<file path="config.mk">
export PLATFORM = sky130hd
export DESIGN_NAME = train_sequencer
export DESIGN_NICKNAME = d
export VERILOG_FILES = /design/src/rtl/lstm_train_pkg.sv /design/src/rtl/train_sequencer_cost_unit.sv /design/src/rtl/train_sequencer.sv
export SDC_FILE = /design/constraint.sdc
export NUM_CORES = 1
export LEC_CHECK = 0
export CAP_MARGIN = 20
export CORE_UTILIZATION = 41
export CTS_BUF_LIST = sky130_fd_sc_hd__clkbuf_16
export CTS_CLUSTER_DIAMETER = 120
export DETAILED_ROUTE_END_ITERATION = 8
export PLACE_DENSITY = 0.66
export SKIP_LAST_GASP = 1
export SYNTH_ARGS = -nofsm -noshare
export SYNTH_HDL_FRONTEND = slang
export SYNTH_SLANG_ARGS = --single-unit
</file>
<file path="constraint.sdc">
create_clock -name clock -period 7.4 [get_ports clock]
set_input_delay 2.22 -clock clock [delete_from_list [all_inputs] [get_ports clock]]
set_output_delay 2.22 -clock clock [all_outputs]
set_load 0.05 [all_outputs]
</file>
<file path="src/rtl/lstm_train_pkg.sv">
// Shared definitions for the LSTM training sequencer.
// Contents:
//   - seq_state_t : sequencer state encoding
//   - TMO_W       : width of the wait-state timeout counter
//   - bitwidth()  : Q(QN.QM) word width, QN + QM + sign bit
//   - one_val()   : fixed-point 1.0 in Q(QN.QM)
//   - half_val()  : fixed-point 0.5 in Q(QN.QM)
package lstm_train_pkg;

    localparam int TMO_W = 12;

    typedef enum logic [3:0] {
        ST_IDLE     = 4'd0,
        ST_NRST     = 4'd1,
        ST_GET      = 4'd2,
        ST_ISSUE    = 4'd3,
        ST_WAIT_NET = 4'd4,
        ST_SETTLE   = 4'd5,
        ST_EN_P     = 4'd6,
        ST_WAIT_P   = 4'd7,
        ST_COST     = 4'd8,
        ST_GAP      = 4'd9,
        ST_PULSE    = 4'd10,
        ST_WAIT_TRN = 4'd11,
        ST_DONE     = 4'd12,
        ST_ERROR    = 4'd13
    } seq_state_t;

    function automatic int bitwidth(input int qn, input int qm);
        return qn + qm + 32'sd1;
    endfunction

    function automatic int one_val(input int qm);
        return 32'sd1 << qm;
    endfunction

    function automatic int half_val(input int qm);
        return 32'sd1 << (qm - 32'sd1);
    endfunction

endpackage

</file>
<file path="src/rtl/train_sequencer_cost_unit.sv">
// cost_unit: purely combinational cost path for the training sequencer.
// Hard sigmoid s = clamp((y>>>2) + HALF, 0, ONE), error d = target*ONE - s,
// cost = (d*d) >> QM, prediction = (s >= HALF).
// Ports:
//   y      in  BITWIDTH  signed perceptron output
//   target in  1         expected output bit
//   cost   out BITWIDTH  unsigned squared-error cost, at most ONE
//   pred   out 1         predicted output bit
module cost_unit
    import lstm_train_pkg::*;
#(
    parameter int QN = 6,
    parameter int QM = 11
)(
    input  logic [bitwidth(QN, QM)-1:0] y,
    input  logic                        target,
    output logic [bitwidth(QN, QM)-1:0] cost,
    output logic                        pred
);

    localparam int BW   = bitwidth(QN, QM);
    localparam int SQ_W = 2 * QM + 4;

    localparam logic signed [BW:0]   HALF_W = (BW + 1)'(half_val(QM));
    localparam logic signed [BW:0]   ONE_W  = (BW + 1)'(one_val(QM));
    localparam logic [QM:0]          ONE_S  = (QM + 1)'(one_val(QM));
    localparam logic [QM:0]          HALF_S = (QM + 1)'(half_val(QM));
    localparam logic signed [QM+1:0] ONE_D  = (QM + 2)'(one_val(QM));
    localparam logic signed [QM+1:0] ZERO_D = (QM + 2)'(0);

    logic signed [BW-1:0]   y_shift_s;
    logic signed [BW:0]     s_sum_s;
    logic [QM:0]            s_s;
    logic signed [QM+1:0]   d_s;
    logic [SQ_W-1:0]        d_ext_s;
    logic [SQ_W-1:0]        sq_s;

    // Hard sigmoid; one extra bit on the sum keeps the sign visible before clamping
    always_comb begin
        y_shift_s = $signed(y) >>> 32'd2;
        s_sum_s   = $signed({y_shift_s[BW-1], y_shift_s}) + HALF_W;
        if (s_sum_s[BW]) begin
            s_s = {(QM + 1){1'b0}};
        end else if (s_sum_s > ONE_W) begin
            s_s = ONE_S;
        end else begin
            s_s = s_sum_s[QM:0];
        end
    end

    // Error, square and prediction; the square is taken on a sign-extended copy so
    // the low product bits are the exact two's-complement result
    always_comb begin
        d_s     = (target ? ONE_D : ZERO_D) - $signed({1'b0, s_s});
        d_ext_s = {{(SQ_W - QM - 2){d_s[QM+1]}}, d_s};
        sq_s    = d_ext_s * d_ext_s;
        cost    = BW'(sq_s >> QM);
        pred    = (s_s >= HALF_S);
    end

endmodule

</file>
<file path="src/rtl/train_sequencer.sv">
// train_sequencer: steps samples through the LSTM network and perceptron, computes
// the squared-error cost, hands it to the perturbation trainer and waits for updates.
// Ports (all outputs registered, cleared by active-low async reset):
//   clock, reset                      clock and async active-low reset
//   start, trainEnable                begin a sequence / select training mode
//   sampleValid/sampleReady/sampleX/sampleTarget   sample source handshake
//   netReset, inputVec, newSample     network control and data
//   dataReady, enPerceptron, dataReadyP, networkOutput   layer/perceptron interface
//   costFunc, newCostFunc, trainingReady                 trainer interface
//   predBit, predValid, errCount      prediction and mismatch count
//   busy, done, timeoutErr            status
module train_sequencer
    import lstm_train_pkg::*;
#(
    parameter int HIDDEN_SZ = 8,
    parameter int INPUT_SZ  = 2,
    parameter int QN        = 6,
    parameter int QM        = 11,
    parameter int SEQ_LEN   = 8,
    parameter int TIMEOUT   = 4095
)(
    input  logic                                  clock,
    input  logic                                  reset,
    input  logic                                  start,
    input  logic                                  trainEnable,
    input  logic                                  sampleValid,
    output logic                                  sampleReady,
    input  logic [INPUT_SZ*bitwidth(QN, QM)-1:0]  sampleX,
    input  logic                                  sampleTarget,
    output logic                                  netReset,
    output logic [INPUT_SZ*bitwidth(QN, QM)-1:0]  inputVec,
    output logic                                  newSample,
    input  logic                                  dataReady,
    output logic                                  enPerceptron,
    input  logic                                  dataReadyP,
    input  logic [bitwidth(QN, QM)-1:0]           networkOutput,
    output logic [bitwidth(QN, QM)-1:0]           costFunc,
    output logic                                  newCostFunc,
    input  logic                                  trainingReady,
    output logic                                  predBit,
    output logic                                  predValid,
    output logic [15:0]                           errCount,
    output logic                                  busy,
    output logic                                  done,
    output logic                                  timeoutErr
);

    localparam int BW     = bitwidth(QN, QM);
    localparam int STEP_W = $clog2(SEQ_LEN + 32'sd1);

    // The hidden size only documents the attached network; it shapes no logic here
    if (HIDDEN_SZ < 32'sd1) begin : g_hidden_unused
    end

    seq_state_t        state_r;
    seq_state_t        next_state_s;
    logic [TMO_W-1:0]  tmo_r;
    logic              tmo_hit_s;
    logic              start_ok_s;
    logic              last_step_s;
    logic [STEP_W-1:0] step_r;
    logic              pass_r;
    logic              train_en_r;
    logic              target_r;
    logic              dr_d_r;
    logic              drp_d_r;
    logic              trn_d_r;
    logic              dr_edge_r;
    logic              drp_edge_r;
    logic              trn_edge_r;
    logic [BW-1:0]     cost_s;
    logic              pred_s;

    cost_unit #(
        .QN (QN),
        .QM (QM)
    ) u_cost (
        .y      (networkOutput),
        .target (target_r),
        .cost   (cost_s),
        .pred   (pred_s)
    );

    always_comb begin
        tmo_hit_s   = (32'(tmo_r) >= 32'(TIMEOUT));
        start_ok_s  = start && ((state_r == ST_IDLE) || (state_r == ST_DONE) ||
                                (state_r == ST_ERROR));
        last_step_s = ((32'(step_r) + 32'd1) >= 32'(SEQ_LEN));
    end

    // Next-state logic
    always_comb begin
        next_state_s = state_r;
        case (state_r)
            ST_IDLE, ST_DONE, ST_ERROR: begin
                if (start) next_state_s = ST_NRST;
                else       next_state_s = state_r;
            end
            // tmo_r restarts on entry, so it doubles as the two-cycle reset timer
            ST_NRST: begin
                if (tmo_r == {{(TMO_W - 1){1'b0}}, 1'b1}) next_state_s = ST_GET;
                else                                       next_state_s = ST_NRST;
            end
            ST_GET: begin
                if (sampleValid)    next_state_s = ST_ISSUE;
                else if (tmo_hit_s) next_state_s = ST_ERROR;
                else                next_state_s = ST_GET;
            end
            ST_ISSUE:  next_state_s = ST_WAIT_NET;
            ST_WAIT_NET: begin
                if (dr_edge_r)      next_state_s = ST_SETTLE;
                else if (tmo_hit_s) next_state_s = ST_ERROR;
                else                next_state_s = ST_WAIT_NET;
            end
            ST_SETTLE: next_state_s = ST_EN_P;
            ST_EN_P:   next_state_s = ST_WAIT_P;
            ST_WAIT_P: begin
                if (drp_edge_r)     next_state_s = ST_COST;
                else if (tmo_hit_s) next_state_s = ST_ERROR;
                else                next_state_s = ST_WAIT_P;
            end
            ST_COST:   next_state_s = ST_GAP;
            ST_GAP:    next_state_s = ST_PULSE;
            ST_PULSE: begin
                if (!pass_r && train_en_r) next_state_s = ST_WAIT_NET;
                else                       next_state_s = ST_WAIT_TRN;
            end
            ST_WAIT_TRN: begin
                if (!train_en_r || trn_edge_r) begin
                    if (last_step_s) next_state_s = ST_DONE;
                    else             next_state_s = ST_GET;
                end else if (tmo_hit_s) begin
                    next_state_s = ST_ERROR;
                end else begin
                    next_state_s = ST_WAIT_TRN;
                end
            end
            default:   next_state_s = ST_IDLE;
        endcase
    end

    // State register
    always_ff @(posedge clock or negedge reset) begin
        if (!reset) state_r <= ST_IDLE;
        else        state_r <= next_state_s;
    end

    // Rising-edge detectors; a level already high never produces an edge
    always_ff @(posedge clock or negedge reset) begin
        if (!reset) begin
            dr_d_r     <= 1'b0;
            drp_d_r    <= 1'b0;
            trn_d_r    <= 1'b0;
            dr_edge_r  <= 1'b0;
            drp_edge_r <= 1'b0;
            trn_edge_r <= 1'b0;
        end else begin
            dr_d_r     <= dataReady;
            drp_d_r    <= dataReadyP;
            trn_d_r    <= trainingReady;
            dr_edge_r  <= dataReady & ~dr_d_r;
            drp_edge_r <= dataReadyP & ~drp_d_r;
            trn_edge_r <= trainingReady & ~trn_d_r;
        end
    end

    // Timeout counter (cleared on every state change), step, pass and captured sample
    always_ff @(posedge clock or negedge reset) begin
        if (!reset) begin
            tmo_r      <= {TMO_W{1'b0}};
            step_r     <= {STEP_W{1'b0}};
            pass_r     <= 1'b0;
            train_en_r <= 1'b0;
            target_r   <= 1'b0;
            inputVec   <= {(INPUT_SZ * BW){1'b0}};
        end else begin
            if (state_r != next_state_s)  tmo_r <= {TMO_W{1'b0}};
            else if (tmo_r != {TMO_W{1'b1}}) tmo_r <= tmo_r + {{(TMO_W - 1){1'b0}}, 1'b1};
            else                          tmo_r <= tmo_r;

            if (start_ok_s) step_r <= {STEP_W{1'b0}};
            else if ((state_r == ST_WAIT_TRN) &&
                     ((next_state_s == ST_GET) || (next_state_s == ST_DONE)))
                step_r <= step_r + {{(STEP_W - 1){1'b0}}, 1'b1};
            else step_r <= step_r;

            if (state_r == ST_GET)        pass_r <= 1'b0;
            else if (state_r == ST_PULSE) pass_r <= 1'b1;
            else                          pass_r <= pass_r;

            if (start_ok_s) train_en_r <= trainEnable;
            else            train_en_r <= train_en_r;

            if ((state_r == ST_GET) && sampleValid) begin
                inputVec <= sampleX;
                target_r <= sampleTarget;
            end else begin
                inputVec <= inputVec;
                target_r <= target_r;
            end
        end
    end

    // Outputs registered from the state being entered, so each lines up with its state
    always_ff @(posedge clock or negedge reset) begin
        if (!reset) begin
            netReset     <= 1'b0;
            sampleReady  <= 1'b0;
            newSample    <= 1'b0;
            enPerceptron <= 1'b0;
            newCostFunc  <= 1'b0;
            predValid    <= 1'b0;
            predBit      <= 1'b0;
            costFunc     <= {BW{1'b0}};
            errCount     <= 16'd0;
            busy         <= 1'b0;
            done         <= 1'b0;
            timeoutErr   <= 1'b0;
        end else begin
            netReset     <= (next_state_s == ST_NRST);
            sampleReady  <= (next_state_s == ST_GET);
            newSample    <= (next_state_s == ST_ISSUE);
            enPerceptron <= (next_state_s == ST_EN_P) || (next_state_s == ST_WAIT_P);
            newCostFunc  <= (next_state_s == ST_PULSE);
            predValid    <= (next_state_s == ST_COST) && !pass_r;
            busy         <= (next_state_s != ST_IDLE) && (next_state_s != ST_DONE) &&
                            (next_state_s != ST_ERROR);
            done         <= (next_state_s == ST_DONE);
            // ERROR is left only through start, so the flag stays set until then
            timeoutErr   <= (next_state_s == ST_ERROR);

            if (next_state_s == ST_COST) costFunc <= cost_s;
            else                         costFunc <= costFunc;

            if ((next_state_s == ST_COST) && !pass_r) predBit <= pred_s;
            else                                      predBit <= predBit;

            if (start_ok_s)
                errCount <= 16'd0;
            else if ((next_state_s == ST_COST) && !pass_r && (pred_s != target_r) &&
                     (errCount != 16'hFFFF))
                errCount <= errCount + 16'd1;
            else
                errCount <= errCount;
        end
    end

endmodule

</file>
; After elaboration in Yosys (flattened, before gate mapping)
; Cells that the tools add are included.
[totals]
output_inout_bits = 80
register_bits = 106
elab_cells = 118
[classes]
magnitude_cmp = 4
n_bitwise = 6
mul = 1
n_eq_ne = 29
muxes = 24
addsub = 6
n_reduce_logical = 23
[ops]
columns = cell, count
row1 = $mux W12, 5
row2 = $mux W4, 12
row3 = $pmux W4 S12, 1
row4 = $eq A4 B4 Y1 const B, 10
row5 = $mux W16, 2
row6 = $mul A13 B13 Y26, 1
row7 = $eq A4 B3 Y1 const B, 6
row8 = $gt A19 B13 Y1 const B, 1
row9 = $add A16 B12 Y17 const B, 1
row10 = $add A16 B1 Y16 const B, 1
row11 = $eq A4 B2 Y1 const B, 4
row12 = $ne A16 B16 Y1 const B, 1
row13 = $sub A12 B12 Y13, 1
row14 = $add A12 B1 Y12 const B, 1
row15 = $eq A12 B1 Y1 const B, 1
row16 = $ge A12 B11 Y1 const B, 1
row17 = $ge A12 B12 Y1 const B, 1
row18 = $ne A12 B12 Y1 const B, 1
row19 = $logic_and A1 B1 Y1, 9
row20 = $eq A4 B1 Y1 const B, 2
row21 = $ne A4 B4 Y1 const B, 2
row22 = $reduce_bool A2 Y1, 4
row23 = $add A4 B1 Y5 const B, 1
row24 = $ge A5 B4 Y1 const B, 1
row25 = other kinds (13), 23

; Depth between registers and ports, before layout
[depth]
depth_word = 11
depth_mapped = 35

; Cells and area by module
; Synthesis repeated with hierarchy kept, for this count alone.
[unflattened]
cells_unflattened = 1134
hier_area_um2 = 11297.1
[by_module_without_submodules]
columns = mod, cells_each, n_inst, seq_area_each_um2, area_each_um2
row1 = cost_unit, 684, 1, 0.0, 6075.8
row2 = train_sequencer, 450, 1, 2727.6, 5221.3

; Worst setup path before layout
; OpenSTA, ideal clock, no wires.
[synth_timing]
kind = input -> register
startpoint = input port networkOutput[15]
endpoint = register costFunc[14]
path_stages = 33
setup_slack_ns = -2.514
t_arrival_ns = 9.783
required_ns = 7.269
path_buffers = 2
setup_time_ns = 0.131
path_cell_list = or3_1 -> o22ai_1 -> and3_1 -> clkbuf_1 -> inv_1 -> ha_1 -> buf_2 -> nand2_1 -> mux2i_1 -> nand2_1 -> o21a_1 -> clkinv_1 -> nand2_1 -> inv_1 -> fa_1 -> inv_1 -> fa_1 -> inv_1 -> fa_1 -> fa_1 -> inv_1 -> fa_1 -> inv_1 -> ha_1 -> ha_1 -> and3_1 -> nand3_1 -> or4_1 -> nor3_1 -> nor2_1 -> a221oi_1 -> xnor2_1 -> o21ai_1
[synth_via]
elab_chain_len = 6
[synth_lines]
columns = item, line_no
row1 = "start, declared", train_sequencer.sv:36  ; input logic [bitwidth(QN, QM)-1:0] networkOutput,
row2 = $add A16 B12 Y17 *, train_sequencer_cost_unit.sv:41  ; s_sum_s = $signed({y_shift_s[BW-1], y_shift_s}) + HALF_W;
row3 = $gt A19 B13 Y1, train_sequencer_cost_unit.sv:44  ; end else if (s_sum_s > ONE_W) begin
row4 = $mux W12, train_sequencer_cost_unit.sv:44
row5 = $mux W12 *, train_sequencer_cost_unit.sv:42  ; if (s_sum_s[BW]) begin
row6 = $sub A12 B12 Y13 *, train_sequencer_cost_unit.sv:54  ; d_s = (target ? ONE_D : ZERO_D) - $signed({1'b0, s_s});
row7 = $mul A13 B13 Y26 *, train_sequencer_cost_unit.sv:56  ; sq_s = d_ext_s * d_ext_s;
row8 = "end signal, assigned", train_sequencer.sv:214  ; costFunc <= {BW{1'b0}};
row9 = "end signal, assigned", train_sequencer.sv:232  ; if (next_state_s == ST_COST) costFunc <= cost_s;
row10 = "end signal, assigned", train_sequencer.sv:233  ; else costFunc <= costFunc;
row11 = "end, declared", train_sequencer.sv:37  ; output logic [bitwidth(QN, QM)-1:0] costFunc,
; Every way passes the cells marked *; elsewhere a longest branch is shown, timed or not.
; A chain may end at the register's enable or synchronous reset.

; Final worst setup path
[layout_timing]
startpoint = input port networkOutput[12]
endpoint = register costFunc[11]
; Same word-level chain as after synthesis.

==> impl_metrics.tcl <==
set metrics [dict create \
    drt_iter0_markers 482 \
    antenna_cells 0 \
    crit_top_cell "fa_1" \
    ys_warn_count 0 \
    netlist_area_mm2 0.0108 \
    dp_hpwl_um 21400 \
    critPathLaunch "networkOutput[12]" \
    synth_edf_count 0 \
    cp-start-kind "input port" \
    ys.flop_type "dfrtp_1" \
    crit_required_ns 7.61 \
    drtPass1Iterations 5 \
    grt_usage_pct 20.7 \
    die-area_mm2 0.0270 \
    met3_usage_pct 1.94 \
    via_per_inst 4.89 \
    power.leakage_nw 7.54 \
    drive_above_1_share_pct 25.3 \
    syn_area_per_cell_um2 9.18 \
    violations "negative setup slack" \
    drc 0 \
    slew_headroom_pct 50.2 \
    hold_viol 0 \
    power_density_mw_per_mm2 290 \
    end_kind "flip-flop" \
    vias 9053 \
    dp.cells 1796 \
    cp_max_fo 6 \
    rrSetupSlack_ns 0.82 \
    fp.dieH_um 164 \
    die_w_um 164 \
    grt_max_degree 80 \
    fin_cells 1850 \
    place_congestion 0.836 \
    status "complete, but fails checks" \
    avgRoutedWirePerCell_um 14.6 \
    synth_cells 1177 \
    initial_core_util_pct 41.6 \
    clkTransAtPathRegs_ns 0.07 \
    grt-ovfl-total 0 \
    synth_top_area_share_pct 26.5 \
    synth_top_area_cell "fa_1" \
    grt_pass1_wl_um 44500 \
    grt_use_met1_pct 28.3 \
    synth.area.top_cells "fa_1 27%, dfrtp_1 25%, ha_1 8.9%" \
    setup_tns_ns -18.99 \
    max_freq_mhz 112 \
    clock-sinks 106 \
    maxCapViolations 0 \
    regToRegStartpoint "target_r" \
    critPathArrivalTime_ns 9.14 \
    clk_path_buf_depth 2 \
    multi_input_comb_area_mm2 0.00795 \
    gr-usage-met2_pct 35.7 \
    numPortBuffers 137 \
    drv_slew 0 \
    grt-busiest-layer "met2" \
    areaGrowthSynthToFinish_pct 40.8 \
    ys_seq_area_share_pct 24.6 \
    cts_root_buf "clkbuf_16" \
    core_mm2 0.0260 \
    fin_nets 1794 \
    ant_nets 0 \
    antenna_found_initial 0 \
    n_fill_cell 2209 \
    peakVddDrop_uv 260 \
    period_needed_ns 8.93 \
    holdBufCountCts 0 \
    cts_tree "built" \
    hold_class "flip-flop to flip-flop" \
    crit_path_max_incr_delay_ns 0.57 \
    setup_slack_ns -1.53 \
    hold_start "trn_d_r" \
    clkLatencyLatePin_ns 0.34 \
    boundaryPins 143 \
    post-route-period-util_pct 121 \
    crit_path_top_delay_cell "fa_1" \
    cts_made_buffers 9 \
    cts_max_level 3 \
    worst_slew_pin_slew_ns 0.741 \
    synth_seq_cells 106 \
    holdWs_ns 0.394 \
    wl_um 27000 \
    rsz0062_at_grt "true" \
    seq_area_mm2 0.00265 \
    synth_cell_type_count 69 \
    finalSetupViolations 15 \
    finClkSkew_ns 0.00818 \
    worstSetupPathType "input port to flip-flop" \
    async_flop_share_pct 100 \
    first_global_vias 9265 \
    rows 59 \
]
-- report_power, final --
group          switching, W  leakage [nW]  internal [W]
sequential         0.000163          1.37      0.000762
clock              0.000210         0.140      0.000259
combinational       0.00173          6.03       0.00128
total               0.00210          7.54       0.00230
-- Yosys cell counts, drive strengths merged, types with 18 or more instances --
cell    instances
nand3          23
o21ai          37
clkbuf         22
xor2           18
nand2         203
fa            143
a21oi          28
xnor2          40
nor2           97
dfrtp         106
ha             77
inv           192
-- critical path: cells and delay by family --
kind                       cells  cell delay, ns
adders and majority gates      9            3.59
and+or+nand+nor                7            1.32
AOI/OAI and AO/OA              6            0.78
buffers and inverters          9            1.06
xor gates and xnor gates       1            0.13
-- per-stage QoR --
step / cell area, um^2 / setup slack [ns] / util (%) / total power [W]
2_1_floorplan: 11100 / -1.66 / - / 0.00275
3_3_place_gp: 14000 / -2.31 / 54.0 / 0.00365
3_5_place_dp: 14000 / -2.50 / 54.0 / 0.00369
4_1_cts: 14800 / -1.44 / 56.9 / 0.00433
5_1_grt: 15200 / -1.77 / 58.5 / 0.00474
6_report: 15200 / -1.53 / 58.5 / 0.00440
-- final timing paths --
| check | endpoint | depth (start not counted) |
|---|---|---|
| min | trn_edge_r | 1 |
| max in group asynchronous | inputVec[27] | 3 |
| max reg2reg | costFunc[11] | 25 |
| min in group asynchronous | dr_d_r | 1 |
| min reg2reg | trn_edge_r | 1 |
| max | costFunc[11] | 32 |
-- cell type report --
type / count / share of cell area, %
clock inverters: 6 / 0.403
well taps: 335 / 2.76
clock buffers: 9 / 1.48
multi-input cells: 841 / 52.2
flip-flops and latches: 106 / 17.4
repair buffers: 355 / 20.6
inverters: 197 / 5.03
repair inverters: 1 / 0.0494
-- state kept, by name, summed over array words and instances, names as in the netlist, 4 cells and up --
register	count
inputVec	36
tmo_r	12
errCount	16
costFunc	15
step_r	4
state_r	4
-- layout by cell type, fill, tap and decap left out, types with 11 or more instances in the layout --
| master | count |
|---|---|
| ha_4 | 20 |
| ha_1 | 56 |
| fa_1 | 136 |
| nand2_1 | 190 |
| a21o_1 | 11 |
| inv_1 | 175 |
| nor2_4 | 11 |
| xnor2_1 | 39 |
| buf_6 | 18 |
| nand3_1 | 21 |
| o21ai_0 | 26 |
| nor2_2 | 11 |
| nor4_1 | 12 |
| clkdlybuf4s50_1 | 120 |
| xor2_1 | 17 |
| inv_2 | 14 |
| buf_4 | 197 |
| a21oi_1 | 23 |
| nor2_1 | 75 |
| nand2b_1 | 15 |
| dfrtp_1 | 106 |
-- cell families (layout without fill, tap and decap cells) --
kind of cell             Yosys count  after routing  synth area share, %
multiplexers                       9              9                0.880
AO/OA/AOI/OAI                    121            121                 7.58
XOR/XNOR                          58             58                 4.77
buffers and inverters            233            568                 8.35
flip-flops                       106            106                 24.6
other                              1              4               0.0347
AND/OR/NAND/NOR                  429            429                 18.4
adder cells (fa/ha/maj)          220            220                 35.4
-- timing repair --
action                                  CTS  global route
gates cloned                              1             0
setup buffers                            20            16
pin swaps                                62            58
gates resized for setup                 110            67
endpoints found under the setup margin   15            15
-- metal layers --
| layer | part of all wire [%] | routed length (um) | vias up |
|---|---|---|---|
| met4 | 1.5 | 418 | 0 |
| met5 | 0 | 0 | - |
| met3 | 3.1 | 839 | 32 |
| met1 | 45 | 12100 | 4487 |
| met2 | 50 | 13600 | 165 |
| li1 | - | - | 4369 |
Power figures use the tool's default switching activity.
